## src/rtl/datapath_pkg.sv

```systemverilog
// Shared datapath types and sizes for the 16-bit core.
// Ports: none (package of constants, typedefs and a helper).
package datapath_pkg;

   localparam int DATA_WIDTH = 16;
   localparam int ADDR_WIDTH = 4;
   localparam int NUM_REGS   = 16;

   typedef logic [DATA_WIDTH-1:0] data_t;
   typedef logic [ADDR_WIDTH-1:0] reg_addr_t;

   // True when an address names an implemented register.
   function automatic logic reg_valid(input reg_addr_t a);
      return int'(a) < NUM_REGS;
   endfunction

endpackage

```

## src/rtl/register_file_if.sv

```systemverilog
// Decode/writeback side bus of the register file.
// master: drives write/read addresses and data; slave: returns read data.
interface register_file_if #(
   parameter int DATA_WIDTH = 16,
   parameter int ADDR_WIDTH = 4
);

   logic                  regwrite;
   logic [ADDR_WIDTH-1:0] WriteReg;
   logic [DATA_WIDTH-1:0] WriteData;
   logic [ADDR_WIDTH-1:0] Reg1;
   logic [ADDR_WIDTH-1:0] Reg2;
   logic [DATA_WIDTH-1:0] ReadData1;
   logic [DATA_WIDTH-1:0] ReadData2;

   modport master (
      output regwrite, WriteReg, WriteData,
      output Reg1, Reg2,
      input  ReadData1, ReadData2
   );

   modport slave (
      input  regwrite, WriteReg, WriteData,
      input  Reg1, Reg2,
      output ReadData1, ReadData2
   );

endinterface

```

## src/rtl/regfile_read_port.sv

```systemverilog
// Combinational read port: selects one register by address.
// Ports: regs (storage array), addr (read address), data (selected value, 0 if unimplemented).
module regfile_read_port
   import datapath_pkg::*;
#(
   parameter int DATA_WIDTH = datapath_pkg::DATA_WIDTH,
   parameter int ADDR_WIDTH = datapath_pkg::ADDR_WIDTH,
   parameter int NUM_REGS   = datapath_pkg::NUM_REGS
) (
   input  logic [DATA_WIDTH-1:0] regs [NUM_REGS],
   input  logic [ADDR_WIDTH-1:0] addr,
   output logic [DATA_WIDTH-1:0] data
);

   localparam int SPAN = 2 ** ADDR_WIDTH;

   // Full address space; unimplemented slots are tied to zero so the
   // final select never indexes past the storage array.
   logic [DATA_WIDTH-1:0] slot [SPAN];

   for (genvar i = 0; i < SPAN; i++) begin : g_slot
      if (i < NUM_REGS) begin : g_impl
         assign slot[i] = regs[i];
      end else begin : g_zero
         assign slot[i] = '0;
      end
   end

   assign data = slot[addr];

endmodule

```

## src/rtl/register_file.sv

```systemverilog
// 16x16 register file: two combinational read ports, one write port.
// Ports: clock, reset (async active-low), bus (slave: write enable/addr/data, read addrs/data).
module register_file
   import datapath_pkg::*;
#(
   parameter int DATA_WIDTH = datapath_pkg::DATA_WIDTH,
   parameter int ADDR_WIDTH = datapath_pkg::ADDR_WIDTH,
   parameter int NUM_REGS   = datapath_pkg::NUM_REGS
) (
   input  logic            clock,
   input  logic            reset,
   register_file_if.slave  bus
);

   logic [DATA_WIDTH-1:0] regs [NUM_REGS];
   logic [NUM_REGS-1:0]   wr_sel;

   // One-hot write decode; addresses past NUM_REGS match no register.
   for (genvar i = 0; i < NUM_REGS; i++) begin : g_dec
      assign wr_sel[i] = bus.regwrite &&
                         (bus.WriteReg == ADDR_WIDTH'(i));
   end

   always_ff @(posedge clock or negedge reset) begin
      if (!reset) begin
         for (int i = 0; i < NUM_REGS; i++) begin
            regs[i] <= '0;
         end
      end else begin
         for (int i = 0; i < NUM_REGS; i++) begin
            if (wr_sel[i]) begin
               regs[i] <= bus.WriteData;
            end
         end
      end
   end

   regfile_read_port #(
      .DATA_WIDTH (DATA_WIDTH),
      .ADDR_WIDTH (ADDR_WIDTH),
      .NUM_REGS   (NUM_REGS)
   ) u_rd1 (
      .regs (regs),
      .addr (bus.Reg1),
      .data (bus.ReadData1)
   );

   regfile_read_port #(
      .DATA_WIDTH (DATA_WIDTH),
      .ADDR_WIDTH (ADDR_WIDTH),
      .NUM_REGS   (NUM_REGS)
   ) u_rd2 (
      .regs (regs),
      .addr (bus.Reg2),
      .data (bus.ReadData2)
   );

endmodule

```

## src/flat_wrapper.sv

```systemverilog
// flat-port wrapper written by rule: the top's interface ports become plain ports
module register_file_flat import datapath_pkg::*;
#(
   parameter int DATA_WIDTH = datapath_pkg::DATA_WIDTH,
   parameter int ADDR_WIDTH = datapath_pkg::ADDR_WIDTH,
   parameter int NUM_REGS   = datapath_pkg::NUM_REGS
)
  (clock, reset, bus_regwrite, bus_WriteReg, bus_WriteData, bus_Reg1, bus_Reg2, bus_ReadData1, bus_ReadData2);
  register_file_if #(.DATA_WIDTH(DATA_WIDTH), .ADDR_WIDTH(ADDR_WIDTH)) bus_i ();
  input  logic clock;
  input  logic reset;
  input wire logic [$bits(bus_i.regwrite)-1:0] bus_regwrite;
  input wire logic [$bits(bus_i.WriteReg)-1:0] bus_WriteReg;
  input wire logic [$bits(bus_i.WriteData)-1:0] bus_WriteData;
  input wire logic [$bits(bus_i.Reg1)-1:0] bus_Reg1;
  input wire logic [$bits(bus_i.Reg2)-1:0] bus_Reg2;
  output wire logic [$bits(bus_i.ReadData1)-1:0] bus_ReadData1;
  output wire logic [$bits(bus_i.ReadData2)-1:0] bus_ReadData2;
  assign bus_i.regwrite = bus_regwrite;
  assign bus_i.WriteReg = bus_WriteReg;
  assign bus_i.WriteData = bus_WriteData;
  assign bus_i.Reg1 = bus_Reg1;
  assign bus_i.Reg2 = bus_Reg2;
  assign bus_ReadData1 = bus_i.ReadData1;
  assign bus_ReadData2 = bus_i.ReadData2;
  register_file #(.DATA_WIDTH(DATA_WIDTH), .ADDR_WIDTH(ADDR_WIDTH), .NUM_REGS(NUM_REGS)) u_core (.clock(clock), .reset(reset), .bus(bus_i));
endmodule
```

## config.mk

```make
export PLATFORM = sky130hd
export DESIGN_NAME = register_file_flat
export DESIGN_NICKNAME = d
export VERILOG_FILES = /design/src/rtl/datapath_pkg.sv /design/src/rtl/register_file_if.sv /design/src/rtl/regfile_read_port.sv /design/src/rtl/register_file.sv /design/src/flat_wrapper.sv
export SDC_FILE = /design/constraint.sdc
export NUM_CORES = 1
export LEC_CHECK = 0
export ABC_AREA = 1
export CAP_MARGIN = 0
export CELL_PAD_IN_SITES_DETAIL_PLACEMENT = 0
export CELL_PAD_IN_SITES_GLOBAL_PLACEMENT = 1
export CORE_ASPECT_RATIO = 0.9
export CORE_MARGIN = 1.5
export CORE_UTILIZATION = 44
export DETAILED_ROUTE_END_ITERATION = 8
export GPL_TIMING_DRIVEN = 0
export HOLD_SLACK_MARGIN = 0.08
export PLACE_DENSITY = 0.82
export RECOVER_POWER = 25
export REMOVE_ABC_BUFFERS = 1
export SYNTH_ARGS = -nofsm -noshare
export SYNTH_HDL_FRONTEND = slang
export SYNTH_HIERARCHICAL = 1
export SYNTH_SLANG_ARGS = --single-unit
```

## constraint.sdc

```tcl
create_clock -name clock -period 1.1 [get_ports clock]
set_input_delay 0.11 -clock clock [delete_from_list [all_inputs] [get_ports clock]]
set_output_delay 0.11 -clock clock [all_outputs]
set_load 0.01 [all_outputs]
```

---- Word-level counts from Yosys, hierarchy flattened ----
Cells that the tools add are included.
operators by class
  $add $sub $neg .......................... 0
  multiply operators ...................... 0
  divide/modulo/power cells ............... 0
  order comparisons ....................... 2
  equal/unequal tests ..................... 15
  shift-type cells ........................ 0
  multiplexer cells ....................... 6
  bitwise logic cells ..................... 2
  reduce and logical (&&, ||, !) cells .... 17
operator list
  cell                  number
  $bmux W16 S4          2
  $mux W16              4
  $eq A4 B4 Y1 const B  8
  $eq A4 B3 Y1 const B  4
  $logic_and A1 B1 Y1   16
  $ge A5 B5 Y1 const B  2
  $not A4 Y5            2
  $eq A4 B2 Y1 const B  2
  $eq A4 B1 Y1 const B  1
  $logic_not A4 Y1      1
storage, ports and cells
  flip-flop bits (word level) ............. 256
  latch bits .............................. 0
  memory bits (writable) .................. 0
  memory bits (read-only) ................. 0
  output and inout bits ................... 32
  word-level logic and storage cells ...... 58
  memories ................................ 0

---- Longest topological paths before layout ----
Gate-level depths: netlist (run 1).
  word-level depth ........................ 4
  mapped depth ............................ 9
  mapped depth without buffers ............ 7

---- Cells and area by module ----
The synthesis (run 1) kept the hierarchy.
by module, submodules not included
  module             instances  cells each  area each (µm²)  sequential area each (µm²)
  register_file      1          1,186       10,319.9         6,406.1
  regfile_read_port  2          775         3,266.9          0.0

---- Worst setup path after synthesis (run 1) ----
OpenSTA, ideal clock, no wires.
  kind .................................... input port to flip-flop
  start point ............................. input port bus_regwrite
  end point ............................... register u_core/regs[100] (netlist bit)
  data arrival time ....................... 987 ps
  required time ........................... 979 ps
  slack ................................... -9 ps
  stages .................................. 5
  buffers on the path ..................... 2
  path through ............................ buf_2 nand3_2 clkbuf_1 o21bai_1 nand2_1
on the way
  word-level cells in the longest chain between the ends .. 1
ends and longest elaborated chain
  element                        line                 RTL
  start, declared                flat_wrapper.sv:12   input wire logic [$bits(bus_i.regwrite)-1:0] bus_regwrite;
  $logic_and A1 B1 Y1            register_file.sv:20  assign wr_sel[i] = bus.regwrite &&
  end signal, assigned by index  register_file.sv:32  regs[i] <= bus.WriteData;
  end, declared                  register_file.sv:15  logic [DATA_WIDTH-1:0] regs [NUM_REGS];
Every way passes these cells.
A chain may end at the register's enable or synchronous reset.

---- Worst setup path in the final report (run 1) ----
  start point ............................. register u_core/regs[3] (netlist bit)
  end point ............................... output port bus_ReadData2[3]
on the way
  word-level cells in the longest chain between the ends .. 3
ends and longest elaborated chain
  element                                      line                     RTL
  $bmux W16 S4                                 regfile_read_port.sv:29  assign data = slot[addr];
  $mux W16 (implied by the code) (2 in a row)  regfile_read_port.sv:29
  end, declared                                flat_wrapper.sv:18       output wire logic [$bits(bus_i.ReadData2)-1:0] bus_ReadData2;
Every way passes these cells. The select of a mux whose other input is x is not followed.

==> impl_metrics.ini, run 1 <==
[outcome]
status = finished with violations
violations = setup timing

[logic_synthesis]
ys_seq_area_frac = 0.380
netlist_top_cells_count = nand2_1 (1355), inv_1 (424), nand3_1 (389)
synth_top_area_frac = 0.380
yosysWarnings = 6
syn_area_per_cell_um2 = 6.16
netlist_area_mm2 = 0.0169
synth-seq-cells = 256
synthArstFlopShare = 1.00
synth-edff-count = 0
synthCells = 2736
synth_largest_area_cell = dfrtp_1
synth_area_leaders = dfrtp_1 (38%), nand2_1 (30%), nand3_1 (12%)
yosysUniqueCellTypes = 17
yosysMostFrequentCell = nand2_1
synthFlopType = dfrtp_1

[final_layout]
nNetsFinal = 2811
nFillCells = 3541
utilization = 0.572
largest_register = u_core/regs
drive_gt1_frac = 0.166
largest_reg_flops = 256
reg_top3 = u_core/regs (256)
antenna_cells = 0
area_growth_syn_to_layout_pct = 27.3

[sta]
finalHoldViolCount = 0
worst_slew_pin_slew_ns = 0.920
fin_crit_sh = 1.55
skew_ns = 0
rsz0062_at_grt = yes
tns_ns = -26.04
slew_viol_final = 0
min_period_ns = 1.71
setup_ws_ns = -0.608
slew_headroom = 0.385
setup_violations = 141
timing.fmax_mhz = 585

[clocking]
clk_latency_ns = 0.53
clk_transition_reported_paths_ns = 0.06
htree_levels = 2
cts_max_path_buffers = 3
cts_made_buffers = 34
root_buffer = clkbuf_16
clock_sinks = 256
cts_tree = built

[global_routing]
grt_pass1_wl_mm = 108
overflow = 0
gr-usage-all-layers = 0.366
antenna_found_initial = 1
first_global_vias = 17200
grt_max_degree = 111

[floorplanning]
core_mm2 = 0.0375
start_util = 0.450
dieArea_mm2 = 0.0395
io_pins = 63
rows = 67
die_h_um = 189
fp.dieW_um = 209

[critical_path]
critPathLaunchType = flip-flop
setup.worst_path.class = flip-flop to primary output
crit_fanout = 3
critPathRequiredTime_ns = 0.99
end_kind = primary output
ff2ff_setup_slack_ns = 0.23
cp.arrival_ns = 1.60
reg2regPathDepth = 4

[power_and_ir_drop]
netSwitchingFraction = 0.350
leakagePower_uw = 0.0118
p_sw_uw = 12100
sequentialPowerShare = 0.375
combPwrFrac = 0.284
total_power_uw = 34400
power.density_mw_per_mm2 = 1600
clkPwrFrac = 0.341
power.internal_uw = 22300
ir_worst_vdd_mv = 0.977

[detailed_routing]
routed-via-count = 18600
ant_nets = 0
routed_via_density = 5.65
drt_first_iter_violations = 2409
drtPass1Iterations = 6
wirelength_mm = 74.2
drc = 0
routedWlPerCell_um = 22.6

[job]
maxCapViolCount = 0

[placed_design]
place_hpwl_mm = 35.2
place_ws_ns = -2.33
gp_congestion = 0.799
portBuffers = 62

[min_path]
min_path_cells = 4
hold_path.class = input pin to flip-flop
[layout by cell type, fill, tap and decap left out, types with 6 or more instances in the layout]
cell type	netlist	routed
buf_12	0	20
buf_16	0	22
buf_2	66	11
buf_4	47	76
buf_6	6	24
bufbuf_16	0	8
clkbuf_1	57	8
clkbuf_16	0	39
clkbuf_8	0	8
clkdlybuf4s50_1	0	16
clkinv_2	0	6
dfrtp_1	256	256
inv_1	424	416
nand2_1	1355	1315
nand2_2	2	29
nand2_4	0	8
nand3_1	389	231
nand3_2	4	145
nand3_4	0	18
nand4_1	64	64
nor2_4	4	17
o21bai_1	32	32
[cell families (layout without fill, tap and decap cells)]
group,count (synthesis),count (layout),share of synthesized area
AND/OR/NAND/NOR,1832,1833,0.450
buffers and inverters,616,685,0.155
flip-flops,256,256,0.380
AO/OA/AOI/OAI,32,32,0.0143
[final timing paths]
path / start / endpoint
max: u_core/regs[3] / bus_ReadData2[3]
max reg2reg: u_core/regs[127] / u_core/regs[127]
min reg2reg: u_core/regs[176] / u_core/regs[176]
min in group asynchronous: reset / u_core/regs[138]
min: bus_regwrite / u_core/regs[250]
max in group asynchronous: reset / u_core/regs[136]
[power groups by stage]
stage          Combinational, uW  Sequential (uW)  Clock (uW)
2_1_floorplan               5110            12700           0
3_3_place_gp                7640            12900           0
3_5_place_dp                7770            13000           0
4_1_cts                     8750            12800       11800
5_1_grt                    10800            13100       12200
6_report                    9760            12900       11700
[metal layers]
| layer | wire (um) | global-route usage | part of all wire |
|---|---|---|---|
| met1 | 29600 | 0.496 | 0.40 |
| met2 | 32500 | 0.574 | 0.44 |
| met3 | 8430 | 0.0625 | 0.11 |
| met4 | 3660 | 0.165 | 0.049 |
| met5 | 8 | 0 | 0.00011 |
[stage by stage]
| stage | instance area, um^2 | hold slack, ns | instances |
|---|---|---|---|
| after floorplan | 15900 | -0.186 | 2550 |
| after global placement | 17100 | 0.477 | 3095 |
| after detailed placement | 17600 | 0.0343 | 3117 |
| after CTS | 20600 | 0.0686 | 3248 |
| after global routing | 21500 | 0.182 | 3289 |
| final | 21500 | 0.169 | 3289 |
[timing repair]
action	CTS	global route
gates cloned	18	2
resized for setup	356	109
pin swaps	129	103
buffers inserted	48	39
endpoints found under the hold margin	258	0
hold buffers	3	0
endpoints found under the setup margin	288	249
[worst max-delay path: stages (launching register included)]
cell and delay (ns):
dfrtp_1 0.40, inv_1 0.08, nand2_1 0.08, nand3_2 0.09, nand3_2 0.09, nand3_2 0.12
nand2_2 0.08, buf_6 0.12
[area by class of cell]
class	instances	area [um^2]	area share
timing repair inverter	2	16.3	0.000758
sequential	256	6410	0.299
clock inverter	9	98.8	0.00461
inverter	430	1680	0.0784
tap	483	604	0.0282
clock buffer	53	1070	0.0497
multi-input combinational	1865	9070	0.423
timing repair buffer	191	2510	0.117
Power figures use the tool's default switching activity.
==> inputs of run 2 (changes only) <==
--- a/config.mk
+++ b/config.mk
@@ -13,7 +13,7 @@
 export CORE_MARGIN = 1.5
 export CORE_UTILIZATION = 44
 export DETAILED_ROUTE_END_ITERATION = 8
-export GPL_TIMING_DRIVEN = 0
+export GPL_TIMING_DRIVEN = 1
 export HOLD_SLACK_MARGIN = 0.08
 export PLACE_DENSITY = 0.82
 export RECOVER_POWER = 25
==> impl_metrics.ini, run 2 (same netlist as run 1, synthesis figures left out) <==
[power_and_ir_drop]
power.density_mw_per_mm2 = 1550
leakagePower_uw = 0.0128
total_power_uw = 35400
ir_worst_vdd_mv = 1.38

[critical_path]
crit_fanout = 3
critPathSlowestCell = dfrtp_1
cp_cell_sequence = inv_1 -> nand2_1 -> nand3_1 -> nand3_1 -> nand3_2 -> nand2_2 -> buf_6
worstSetupEndpoint = bus_ReadData2[1]
cp.arrival_ns = 1.68
crit_path_frequent_cell = nand3_1
critPathLaunchType = flip-flop
crit_start = u_core/regs[17]
setup.worst_path.class = flip-flop to primary output
critPathRequiredTime_ns = 0.99
r2r-end = u_core/regs[175]
reg2regPathDepth = 5
cp.depth = 7
ff2ff_setup_slack_ns = 0.10
cpLargestDelayFamily = simple AND/OR/NAND/NOR gates
end_kind = primary output
r2r_start = u_core/regs[175]
path_buf_inv = 2
max_stage_delay_ns = 0.40

[clocking]
cts-hold-fix-buffers = 2
root_buffer = clkbuf_16
htree_levels = 1
clock_sinks = 256
cts_tree = built
cts_made_buffers = 31
cts_max_path_buffers = 3
clk_latency_ns = 0.58
clk_transition_reported_paths_ns = 0.07

[sta]
whs_ns = 0.142
tns_ns = -20.72
setup_violations = 67
min_period_ns = 1.79
worst_slew_pin_slew_ns = 1.03
rsz0062_at_grt = yes
setup_ws_ns = -0.694
timing.fmax_mhz = 557
slew_viol_final = 0
slew_headroom = 0.312
finalHoldViolCount = 0
fin_crit_sh = 1.63
skew_ns = 0

[final_layout]
largest_register = u_core/regs
nFillCells = 3530
final_common_cell = nand2_1
nNetsFinal = 3045
drive_gt1_frac = 0.232
antenna_cells = 0
area_growth_syn_to_layout_pct = 35.4
reg_top3 = u_core/regs (256)
largest_reg_flops = 256
layout_common_cells = nand2_1 (1319), inv_1 (412), buf_4 (284), dfrtp_1 (254), nand3_1 (217)

[global_routing]
gr-usage-all-layers = 0.366
antenna_found_initial = 0
overflow = 0
first_global_vias = 18300
grt_pass1_wl_mm = 110
grt_max_degree = 49

[placed_design]
place_hpwl_mm = 47.5
gp_congestion = 0.945
portBuffers = 62
place_ws_ns = -0.919

[floorplanning]
fp.dieW_um = 209
die_h_um = 189
core_mm2 = 0.0375
dieArea_mm2 = 0.0395
start_util = 0.450
io_pins = 63
rows = 67

[job]
maxCapViolCount = 0

[detailed_routing]
drt_first_iter_violations = 1948
ant_nets = 0
routed-via-count = 19000
routedWlPerCell_um = 20.3
wirelength_mm = 71.5
drc = 0
routed_via_density = 5.39
drtPass1Iterations = 6

[outcome]
status = finished with violations
violations = setup timing

[min_path]
hold_path.class = input pin to flip-flop
-- run 2: cell count changes in the layout (fill, tap and decap cells not counted), sizes merged, moves of 2 or more --
cell           before  now
buf               158  402
clkbuf             58   46
clkdlybuf4s50      16   18
dlymetal6s2s        0    3
inv               428  432
bufinv              2    6
bufbuf              8    0
clkinvlp            4    2
dlygate4sd3         3    1
-- run 2: worst min-delay path by stage --
| stage | startpoint | end | slack [ns] | depth (start not counted) |
|---|---|---|---|---|
| finish | bus_regwrite | u_core/regs[183] | 0.14 | 4 |
| global route | bus_regwrite | u_core/regs[251] | 0.16 | 4 |
| floorplan | reset | u_core/regs[0] | -0.19 | 0 |
| detailed placement | reset | u_core/regs[159] | 0.001 | 1 |
| global placement | reset | u_core/regs[143] | 0.0009 | 1 |
| CTS | bus_regwrite | u_core/regs[183] | 0.11 | 4 |
-- run 2: per-stage QoR --
| stage | area (um^2) | instances | utilization |
|---|---|---|---|
| finish | 22800 | 3521 | 0.609 |
| global route | 22800 | 3521 | 0.609 |
| CTS | 22200 | 3505 | 0.592 |
| detailed placement | 20300 | 3419 | 0.542 |
| global placement | 20300 | 3419 | 0.542 |
| floorplan | 15900 | 2550 | - |
-- run 2: power breakdown --
| part | leakage (uW) | internal (uW) | switching [uW] |
|---|---|---|---|
| clock network | 0.000543 | 6860 | 4480 |
| registers | 0.00322 | 11400 | 1770 |
| logic | 0.00905 | 4860 | 6050 |
| total | 0.0128 | 23100 | 12300 |
-- run 2: worst reg2reg max path: stages, from the launching register on --
cell and delay, ns:
dfrtp_1 0.41, buf_6 0.13, buf_4 0.12, inv_1 0.04, o21bai_1 0.12, nand2_1 0.07
-- run 2: repair_timing --
item,4_1_cts,5_1_grt
endpoints found under the hold margin,256,15
buffers inserted,27,16
gates resized for setup,286,123
endpoints found under the setup margin,99,261
cloned,0,1
pin swaps,121,74
-- run 2: area by class of cell --
class	instances	area, um^2	share of cell area
Timing Repair Buffer	431	4180	0.183
Tap cell	483	604	0.0265
Clock inverter	17	259	0.0114
Clock buffer	40	850	0.0372
Multi-Input combinational cell	1864	8890	0.390
Inverter	430	1620	0.0711
Sequential cell	256	6410	0.281
-- run 2: routing by layer --
metal | share of wire | track usage | wire [um]
met5 | 0 | 0 | 0
met4 | 0.046 | 0.134 | 3270
met3 | 0.10 | 0.0585 | 7430
met2 | 0.43 | 0.571 | 30800
met1 | 0.42 | 0.511 | 30000
==> inputs of run 3 (changes only) <==
--- a/config.mk
+++ b/config.mk
@@ -9,7 +9,6 @@
 export CAP_MARGIN = 0
 export CELL_PAD_IN_SITES_DETAIL_PLACEMENT = 0
 export CELL_PAD_IN_SITES_GLOBAL_PLACEMENT = 1
-export CORE_ASPECT_RATIO = 0.9
 export CORE_MARGIN = 1.5
 export CORE_UTILIZATION = 44
 export DETAILED_ROUTE_END_ITERATION = 8
==> constraint.sdc (replaced) <==
create_clock -name clock -period 2 [get_ports clock]
set_input_delay 0.2 -clock clock [delete_from_list [all_inputs] [get_ports clock]]
set_output_delay 0.2 -clock clock [all_outputs]
set_load 0.01 [all_outputs]
==> impl_metrics.ini, run 3 (same netlist as run 1, synthesis figures left out) <==
[final_layout]
nFillCells = 3842
layout_common_cells = nand2_1 (1355), inv_1 (423), nand3_1 (344), dfrtp_1 (256), buf_4 (136)
area_growth_syn_to_layout_pct = 20.7
layout.cells.non_filler = 3364
nNetsFinal = 2859
final_common_cell = nand2_1
largest_reg_flops = 256
reg_top3 = u_core/regs (256)
seqCellArea_mm2 = 0.00641
drive_gt1_frac = 0.113
multi_input_area_mm2 = 0.00806
largest_register = u_core/regs

[critical_path]
critPathSlowestCell = dfrtp_1
crit_fanout = 3
critPathRequiredTime_ns = 1.80
ff2ff_setup_slack_ns = 1.13
cpLargestDelayFamily = simple AND/OR/NAND/NOR gates
critPathLaunchType = flip-flop
cp_cell_sequence = inv_1 -> nand2_1 -> nand3_1 -> nand3_2 -> nand3_2 -> nand2_1 -> dlygate4sd2_1
crit_start = u_core/regs[235]
cp.arrival_ns = 1.75
r2r_start = u_core/regs[93]
setup.worst_path.class = flip-flop to primary output
end_kind = primary output
r2r-end = u_core/regs[93]
max_stage_delay_ns = 0.39
path_buf_inv = 2
reg2regPathDepth = 4

[clocking]
htree_levels = 1
cts_max_path_buffers = 3
clk_transition_reported_paths_ns = 0.06
root_buffer = clkbuf_16
cts_tree = built
clk_latency_ns = 0.58
clock_sinks = 256
cts_made_buffers = 31

[detailed_routing]
drt_first_iter_violations = 1817
ant_nets = 0
wirelength_mm = 68.7
routed-via-count = 17900
routed_via_density = 5.32
routedWlPerCell_um = 20.4
drtPass1Iterations = 6
drc = 0

[sta]
setup_violations = 0
min_period_ns = 1.95
timing.fmax_mhz = 512
slew_viol_final = 56
fin_crit_sh = 0.976
skew_ns = 0
setup_ws_ns = 0.0486
slew_headroom = -0.158
worst_slew_pin_slew_ns = 1.74
finalHoldViolCount = 0

[placed_design]
portBuffers = 62
place_ws_ns = -0.0443
gp_congestion = 0.869
dp_cells = 3280
place_hpwl_mm = 42.7

[floorplanning]
die_h_um = 199
io_pins = 63
rows = 71
fp.dieW_um = 199
core_mm2 = 0.0377
dieArea_mm2 = 0.0395
start_util = 0.447

[power_and_ir_drop]
power.density_mw_per_mm2 = 901
ir_worst_vdd_mv = 0.681
leakagePower_uw = 0.0115

[min_path]
min_path_cells = 4
min_to = u_core/regs[31]
min_from = bus_WriteData[15]
hold_path.class = input pin to flip-flop

[outcome]
status = finished with violations
violations = capacitance limit, slew limit

[global_routing]
overflow = 0
grt_pass1_wl_mm = 104
grt_use_met3 = 0.0654
grt_max_degree = 66
use_met2 = 0.565
antenna_found_initial = 1
first_global_vias = 17200
gr-usage-all-layers = 0.354
grt.busiest_layer = met2
grt.met1_usage = 0.472

[job]
maxCapViolCount = 1
run 3: cell types whose count changed in the layout (fill, tap and decap cells not counted), moves of 19 or more:
cell	before	now
buf_4	284	136
nand3_1	217	344
nand3_2	166	49
nand2_1	1319	1355
buf_6	36	1
nand2_2	37	2
buf_12	64	45
run 3: layout make-up:
cell class                 instances  share of cell area
sequential                       256               0.315
tap                              511              0.0314
clock buffer                      39              0.0435
antenna                            1            0.000123
timing repair buffer             245               0.121
multi-input combinational       1864               0.396
clock inverter                    18              0.0129
inverter                         430              0.0796
run 3: power breakdown:
part	leakage, uW	total, uW	internal [uW]	switching (uW)
sequential	0.00323	7210	6270	941
combinational	0.00773	4750	1890	2870
clock	0.000549	6380	3890	2480
total	0.0115	18300	12000	6290
run 3: worst max path at each step:
stage,endpoint,depth (start not counted)
after detailed placement,bus_ReadData1[6],7
after CTS,bus_ReadData2[11],7
after floorplan,u_core/regs[240],4
after global placement,bus_ReadData1[6],7
final,bus_ReadData2[11],7
after global routing,bus_ReadData1[11],7
run 3: per-layer routing:
layer  share of wire  vias to the layer above
li1                -                     8405
met3            0.10                      171
met4           0.037                        2
met2            0.45                      938
met5         0.00019                        -
met1            0.41                     8383
run 3: worst reg2reg max path, delay by kind of cell, from the launching register on:
| kind | cells | cell delay, ns |
|---|---|---|
| flops | 1 | 0.39 |
| buf+inv | 2 | 0.27 |
| simple gates | 2 | 0.11 |
run 3: what timing repair did:
item                                    4_1_cts  5_1_grt
gates resized for setup                      49       64
endpoints found under the setup margin       32       30
hold endpoints to repair                    259        0
hold buffers                                  2        0
pin swaps                                     2       11
setup buffers                                 8       16
run 3: metrics by stage:
step	cell area [um^2]	utilization	hold WS, ns	TNS [ns]	total power (uW)
finish	20300	0.540	0.370	0	18300
global route	20300	0.540	0.388	-0.0248	19400
CTS	20100	0.533	0.167	0	18200
detailed placement	18900	0.501	0.187	-0.246	11800
global placement	18900	0.501	0.190	-0.318	11700
floorplan	15900	-	-0.0956	-24.83	9780
